`src/rtl/wb_stream_port_pkg.sv`:
```
`default_nettype none
// ============================================================================
// wb_stream_port_pkg : shared Wishbone response type and log2 helper
// Rev 1.0
// ============================================================================
package wb_stream_port_pkg;

    typedef struct packed {
        logic ack;
        logic err;
    } wb_rsp_t;

    function automatic int log2c(input int n);
        int r;
        r = 0;
        for (int i = 0; i < 31; i++) begin
            if ((1 << i) < n) r = i + 1;
        end
        return r;
    endfunction

endpackage
`default_nettype wire

```
`src/rtl/wb_stream_fifo.sv`:
```
`default_nettype none
// ============================================================================
// wb_stream_fifo : DEPTH-entry word FIFO with synchronous clear
// Rev 1.0
// ============================================================================
module wb_stream_fifo
    import wb_stream_port_pkg::*;
#(
    parameter int WIDTH = 32,
    parameter int DEPTH = 4
) (
    input  logic                    clk_i,
    input  logic                    rst_i,
    input  logic                    clear_i,
    input  logic                    push_i,
    input  logic [WIDTH-1:0]        data_i,
    input  logic                    pop_i,
    output logic [WIDTH-1:0]        head_o,
    output logic [log2c(DEPTH):0]   count_o,
    output logic [log2c(DEPTH):0]   count_next_o
);

    localparam int AW = log2c(DEPTH);

    logic [WIDTH-1:0] mem_q [DEPTH];
    logic [AW-1:0]    wptr_q, wptr_d;
    logic [AW-1:0]    rptr_q, rptr_d;
    logic [AW:0]      count_q, count_d;

    // Clear wins over any concurrent push or pop; pointers wrap by width.
    always_comb begin
        wptr_d  = wptr_q;
        rptr_d  = rptr_q;
        count_d = count_q;
        if (clear_i) begin
            wptr_d  = '0;
            rptr_d  = '0;
            count_d = '0;
        end else begin
            if (push_i) wptr_d = wptr_q + AW'(1);
            if (pop_i)  rptr_d = rptr_q + AW'(1);
            case ({push_i, pop_i})
                2'b10:   count_d = count_q + (AW+1)'(1);
                2'b01:   count_d = count_q - (AW+1)'(1);
                default: count_d = count_q;
            endcase
        end
    end

    always_ff @(posedge clk_i or posedge rst_i) begin
        if (rst_i) begin
            wptr_q  <= '0;
            rptr_q  <= '0;
            count_q <= '0;
        end else begin
            wptr_q  <= wptr_d;
            rptr_q  <= rptr_d;
            count_q <= count_d;
        end
    end

    always_ff @(posedge clk_i) begin
        if (push_i && !clear_i) mem_q[wptr_q] <= data_i;
    end

    assign head_o       = mem_q[rptr_q];
    assign count_o      = count_q;
    assign count_next_o = count_d;

endmodule
`default_nettype wire

```
`src/rtl/wb_stream_port.sv`:
```
`default_nettype none
// ============================================================================
// wb_stream_port : Wishbone read-only responder draining a buffered stream
// Rev 1.0
// ============================================================================
module wb_stream_port
    import wb_stream_port_pkg::*;
#(
    parameter int WIDTH = 32,
    parameter int ABITS = 3,
    parameter int DEPTH = 4,
    parameter int DELAY = 3
) (
    input  logic             clk_i,
    input  logic             rst_i,
    input  logic             cyc_i,
    input  logic             stb_i,
    input  logic             we_i,
    input  logic [ABITS-1:0] adr_i,
    input  logic [WIDTH-1:0] dat_i,
    output logic             ack_o,
    output logic             wat_o,
    output logic             rty_o,
    output logic             err_o,
    output logic [WIDTH-1:0] dat_o,
    input  logic             s_valid_i,
    input  logic [WIDTH-1:0] s_data_i,
    output logic             s_ready_o,
    input  logic             clear_i
);

    localparam int CW = log2c(DEPTH) + 1;
    // DELAY applies to behavioural simulation models only; these registers carry no delay.
    localparam int c_unused_delay = DELAY;

    logic             w_unused_inputs;
    logic             w_rd, w_wr, w_push;
    logic [CW-1:0]    w_count, w_count_next;
    logic [WIDTH-1:0] w_head;
    wb_rsp_t          rsp_q, rsp_d;
    logic             s_ready_q, s_ready_d;
    logic [WIDTH-1:0] rdata_q, rdata_d;
    logic [WIDTH-1:0] dat_q, dat_d;

    assign w_unused_inputs = ^{adr_i, dat_i};

    assign wat_o  = (w_count == '0);
    assign w_rd   = cyc_i & stb_i & ~we_i & ~wat_o;
    assign w_wr   = cyc_i & stb_i & we_i;
    assign w_push = s_valid_i & s_ready_q;

    wb_stream_fifo #(
        .WIDTH (WIDTH),
        .DEPTH (DEPTH)
    ) u_fifo (
        .clk_i        (clk_i),
        .rst_i        (rst_i),
        .clear_i      (clear_i),
        .push_i       (w_push),
        .data_i       (s_data_i),
        .pop_i        (w_rd),
        .head_o       (w_head),
        .count_o      (w_count),
        .count_next_o (w_count_next)
    );

    // dat_q tracks the last word actually delivered, so a response that is
    // suppressed by a dropped cycle never leaks onto dat_o.
    always_comb begin
        rsp_d     = '0;
        rsp_d.ack = w_rd;
        rsp_d.err = w_wr;
        rdata_d   = w_rd ? w_head : rdata_q;
        dat_d     = ack_o ? rdata_q : dat_q;
        s_ready_d = (w_count_next < CW'(DEPTH));
    end

    always_ff @(posedge clk_i or posedge rst_i) begin
        if (rst_i) begin
            rsp_q     <= '0;
            s_ready_q <= 1'b0;
            rdata_q   <= '0;
            dat_q     <= '0;
        end else begin
            rsp_q     <= rsp_d;
            s_ready_q <= s_ready_d;
            rdata_q   <= rdata_d;
            dat_q     <= dat_d;
        end
    end

    assign ack_o     = rsp_q.ack & cyc_i;
    assign err_o     = rsp_q.err & cyc_i;
    assign rty_o     = 1'b0;
    assign dat_o     = ack_o ? rdata_q : dat_q;
    assign s_ready_o = s_ready_q;

endmodule
`default_nettype wire

```
`config.mk`:
```
export PLATFORM = sky130hd
export DESIGN_NAME = wb_stream_port
export DESIGN_NICKNAME = d
export VERILOG_FILES = /design/src/rtl/wb_stream_port_pkg.sv /design/src/rtl/wb_stream_fifo.sv /design/src/rtl/wb_stream_port.sv
export SDC_FILE = /design/constraint.sdc
export NUM_CORES = 1
export LEC_CHECK = 0
export CAP_MARGIN = 20
export CORE_UTILIZATION = 30
export CTS_BUF_LIST = sky130_fd_sc_hd__clkbuf_16
export CTS_CLUSTER_SIZE = 30
export DETAILED_ROUTE_END_ITERATION = 6
export GPL_ROUTABILITY_DRIVEN = 0
export PLACE_DENSITY = 0.46
export SLEW_MARGIN = 5
export SYNTH_ARGS = -nofsm -noshare
export SYNTH_HDL_FRONTEND = slang
export SYNTH_SLANG_ARGS = --single-unit
```
`constraint.sdc`:
```
create_clock -name clk_i -period 3.28 [get_ports clk_i]
set_input_delay 0.656 -clock clk_i [delete_from_list [all_inputs] [get_ports clk_i]]
set_output_delay 0.656 -clock clk_i [all_outputs]
set_load 0.02 [all_outputs]
```
# Word-level counts from Yosys, hierarchy flattened

Memory sizes are Yosys's and may differ from the RTL's. A register that Yosys moved wholly into a read port is not among the register bits.
Cells that the tools add are included.
Widths: inputs -> output; s select.

Flip-flop bits (word level): 42
Bits in writable memories: 128
Input port bits: 74
Logic and storage cells: 38
Output and inout bits: 37
Memories: 1

Equal/unequal tests: 2
Add/subtract/negate cells: 4
Reduce and logical (&&, ||, !) cells: 5
Magnitude comparators: 1
Bitwise logic cells: 9
Muxes and demuxes: 9

Memories:

| name         | depth | width | read ports | clocked after Yosys merged registers in | wr ports | RTL line             | text |
|---|---|---|---|---|---|---|---|
| u_fifo.mem_q | 4     | 32    | 1          | 1                                       | 1        | wb_stream_fifo.sv:25 | `logic [WIDTH-1:0] mem_q [DEPTH];` |

Operator list:

| kind                | count |
|---|---|
| $mux 32             | 1 |
| $mux 2              | 4 |
| $and 1x1->1         | 7 |
| $pmux 3 s2          | 1 |
| $add 2x1->2 const B | 2 |
| $reduce_bool 2->1   | 2 |
| $add 3x1->3 const B | 1 |
| $logic_not 3->1     | 1 |
| $lt 3x3->1 const B  | 1 |
| $mux 3              | 1 |
| $sub 3x1->3 const B | 1 |
| $eq 2x1->1 const B  | 1 |
| $eq 2x2->1 const B  | 1 |
| $mux 1              | 2 |
| $not 1->1           | 2 |
| $logic_and 1x1->1   | 1 |
| $logic_not 1->1     | 1 |

# Logic depth before layout (Yosys ltp)

Depth in word-level cells: 7
Mapped depth: 9

# Modules after synthesis

Synthesis repeated with hierarchy kept, for this count alone.

Cell total of the unflattened synthesis: 357
Area total of the unflattened synthesis: 7,608.5 µm²

Modules (own cells, without submodules):

| module         | area an instance (µm²) | times used | sequential area each (µm²) | cells each |
|---|---|---|---|---|
| wb_stream_fifo | 5,081.1                | 1          | 4,018.9                    | 208 |
| wb_stream_port | 2,527.4                | 1          | 1,676.6                    | 149 |

# Worst setup path after synthesis

No wires, ideal clock.

Kind: input to register
Start: input port we_i
End: register u_fifo.count_q[2] (netlist: u_fifo.count_o[2])
Path slack: 0.597 ns
Cell stages on the path: 9
Arrival time: 2.559 ns
Cell sequence: nand3b_1 nor2_2 buf_6 ha_1 xor2_1 ha_1 a21oi_1 mux2_2 mux2_2

Word-level cells in the longest chain between the ends: 6

Ends and longest elaborated chain:

| what                                            | RTL line             | text |
|---|---|---|
| start: declaration                              | wb_stream_port.sv:18 | `input logic we_i,` |
| $not 1->1 *                                     | wb_stream_port.sv:48 | `assign w_rd = cyc_i & stb_i & ~we_i & ~wat_o;` |
| $and 1x1->1 * (2 in a row)                      | wb_stream_port.sv:48 |  |
| named net u_fifo.pop_i                          | wb_stream_fifo.sv:17 | `input logic pop_i,` |
| $eq 2x1->1 / $eq 2x2->1 (equally long branches) | wb_stream_fifo.sv:42 | `case ({push_i, pop_i})` |
| $pmux 3 s2 *                                    | wb_stream_fifo.sv:42 |  |
| $mux 3 *                                        | wb_stream_fifo.sv:35 | `if (clear_i) begin` |
| named net u_fifo.count_next_o[2]                | wb_stream_fifo.sv:20 | `output logic [log2c(DEPTH):0] count_next_o` |
| end signal: assignment                          | wb_stream_fifo.sv:58 | `count_q <= count_d;` |
| end: declaration                                | wb_stream_fifo.sv:28 | `logic [AW:0] count_q, count_d;` |

Mark *: on every way through the listed nets, which the timed path passes. The rest lies on a longest branch.
A chain may end at the register's enable or synchronous reset.

# Worst setup path after layout

Start: input port cyc_i
End: output port dat_o[20]

Word-level cells in the longest chain between the ends: 2

Ends and longest elaborated chain:

| what               | RTL line             | text |
|---|---|---|
| start: declaration | wb_stream_port.sv:16 | `input logic cyc_i,` |
| $and 1x1->1        | wb_stream_port.sv:92 | `assign ack_o = rsp_q.ack & cyc_i;` |
| $mux 32            | wb_stream_port.sv:95 | `assign dat_o = ack_o ? rdata_q : dat_q;` |
| end: declaration   | wb_stream_port.sv:25 | `output logic [WIDTH-1:0] dat_o,` |

No other way between the ends.

==> qor.yml <==
relSlewSlack_pct: 36.65
pre_cts_ws_ns: 0.1701
synthesis.nets: 451
path_buf_inv: 3
ys_ff_latch: 202
grt.overflow.total: 0
wirelength_um: 14640
crit_path_frequent_cell: "clkdlybuf4s50_1"
synth_edf_count: 128
ant_nets: 0
leakagePower_uw: 0.003632
setup_ws_ns: 0.2068
crit_arrival_ns: 2.42
skew_ns: 0.006724
synth_compound_area_share_pct: 0.5469
synth_top_family_by_area: "multiplexers"
first_pass_iters: 4
vias: 3576
setup_tns_ns: 0
cts-root-buf: "clkbuf_16"
drv_cap: 0
coreArea_um2: 25330
htreeDepth: 1
synth_cell_types: 33
yosysWarnings: 0
worstSetupPathDepth: 5
io_buffers: 74
critPathLaunchType: "primary input"
synthToLayoutAreaGrowth_pct: 24.58
slew_violations: 0
crit_type: "primary input to output pin"
synth-xor-area-share_pct: 0.2252
die_w_um: 163.0
synth_top_cells_by_count: "edfxtp_1 (128), dfrtp_1 (74), mux2_2 (39), mux2_4 (27), mux4_2 (27)"
fp-row-count: 58
status: "finished, final reports clean"
die_y_um: 163.0
rr_worst_depth: 8
track_usage_pct: 11.44
synthMuxAreaShare_pct: 20.49
synth_simple_gate_area_share_pct: 1.946
synth_cells: 369
async_flop_share_pct: 36.63
r2r_start: "u_fifo.count_o[0]"
reg2reg_setup_slack_ns: 0.88
endpoint_kind: "output pin"
synth_area_leader_cell: "edfxtp_1"
grt_setup_unrepaired: "false"
hold_violations: 0
netlist_area_um2: 7779
total_power_uw: 6052
hold_path.class: "register to register"
synth_adder_area_share_pct: 1.287
p_per_area_nw_per_um2: 624.5
setup-violations-final: 0
ys_top_cells_by_area: "edfxtp_1 (49%), dfrtp_1 (24%), mux4_2 (7.8%)"
path_clk_slew_ns: 0.05
drc: 0
post_cts_resized: 0
critPathMaxFanout: 8
startpoint: "cyc_i"
avgSynthCellArea_um2: 21.08
final_core_util_pct: 38.26
drtIter0Drc: 133
yosysMostFrequentCell: "edfxtp_1"
grt_max_degree: 49
synthFlopType: "edfxtp_1"
max_freq_mhz: 325.4
start_util_pct: 30.71
timing.final.crit_share_pct: 93.70
fin_nets: 546
crit_path_max_incr_delay_ns: 0.59
post_cts_buffers: 0
seq_area_frac_synth_pct: 73.22
via_per_inst: 4.409
pin_count: 111
antenna_found_initial: 0
slowest_stage: "clkdlybuf4s50_1"
fin_crit_ns: 3.073
crit_end: "dat_o[20]"
grt_pass1_vias: 3904
grt_pass1_wl_um: 22550
clockBufferDepth: 3
worstMarginPinSlew_ns: 0.9503
cp_top_family: "buffers and inverters"
required_ns: 2.62
cts_buffers: 23
tritoncts: "done"
dp.cells: 769
dp_hpwl_um: 8610
synth_top_area_share_pct: 49.41
fin_cells: 811
hold_buffers: 0
ir_drop_uv: 388.2
rr_endpoint: "u_fifo.count_o[2]"
layout-drive-gt1-share_pct: 29.79
die-area_um2: 26580
crit_chain: "clkdlybuf4s50_1 > nand2_2 > buf_12 > mux2_2 > clkdlybuf4s50_1"
clock-sinks: 202
wl_per_cell_um: 18.05
clk_latency_ns: 0.49
[sequential cells by signal (all words and copies together) (netlist names)]
register	flops
u_fifo.mem_q	128
dat_q	32
rdata_q	32
u_fifo.count_o	3
rsp_q	2
u_fifo.rptr_q	2
u_fifo.wptr_q	2
s_ready_o	1
[worst min-delay path by stage]
stage	startpoint	endpoint	slack, ns	cells past startpoint
finish	dat_q[27]	dat_q[27]	0.49	1
global route	dat_q[22]	dat_q[22]	0.51	1
CTS	dat_q[27]	dat_q[27]	0.50	1
detailed placement	dat_q[29]	dat_q[29]	0.48	1
global placement	dat_q[17]	dat_q[17]	0.48	1
floorplan	rdata_q[8]	rdata_q[8]	0.48	1
[area by class of cell]
class                      count  area (µm²)
antenna                        1       2.502
clock buffer                  23       575.6
clock inverter                18       121.4
fill                        2301       15640
inverter                       7       27.53
multi-input combinational    144        1922
sequential                   202        5698
tap                          330       412.9
timing repair buffer          86       930.9
[worst register-to-register path: stages, from the launching register on]
cell	delay [ns]
dfrtp_1	0.43
nor3_4	0.35
nor2_4	0.09
ha_1	0.26
xor2_1	0.17
ha_1	0.20
a21oi_1	0.14
mux2_2	0.38
mux2_2	0.27
[where the power goes]
group / switching [µW] / leakage (µW) / internal, µW / total (µW)
clock: 933 / 0.000380 / 1410 / 2350
sequential: 97.5 / 0.00213 / 2950 / 3050
combinational: 270 / 0.00112 / 389 / 659
total: 1300 / 0.00363 / 4750 / 6050
[cell families after synthesis]
group | after synthesis
DFF | 202
muxes | 99
and+or+nand+nor | 26
buffers and inverters | 23
adders and majority gates | 8
AOI/OAI and AO/OA | 8
xor gates and xnor gates | 2
other | 1
[per-stage QoR]
step,hold WS (ns),instance area (µm²)
2_1_floorplan,0.4766,7779
3_3_place_gp,0.4791,8991
3_5_place_dp,0.4817,8991
4_1_cts,0.4969,9688
5_1_grt,0.5086,9688
6_report,0.4923,9691
[layout by cell type (no fill, tap or decap), types with 2 or more instances in the layout]
cell type / count
buf_4: 4
nor2_1: 5
mux4_1: 5
clkinv_1: 4
inv_1: 16
a21oi_1: 6
nor2b_1: 2
mux2_2: 39
dfrtp_1: 72
buf_12: 8
mux2_4: 27
clkbuf_16: 23
or3_1: 2
bufinv_16: 2
mux4_2: 27
edfxtp_1: 128
nand2_1: 4
ha_1: 8
clkinv_2: 2
dfrtp_2: 2
clkdlybuf4s50_1: 74
and2_2: 4
[per-layer routing]
metal	vias up	global-route usage [%]	share of wire [%]
li1	1624	-	-
met1	1859	13.51	42
met2	71	20.52	51
met3	22	2.768	4.4
met4	0	3.314	2.3
met5	-	0	0
No activity file was read; power rests on OpenSTA's default activity.
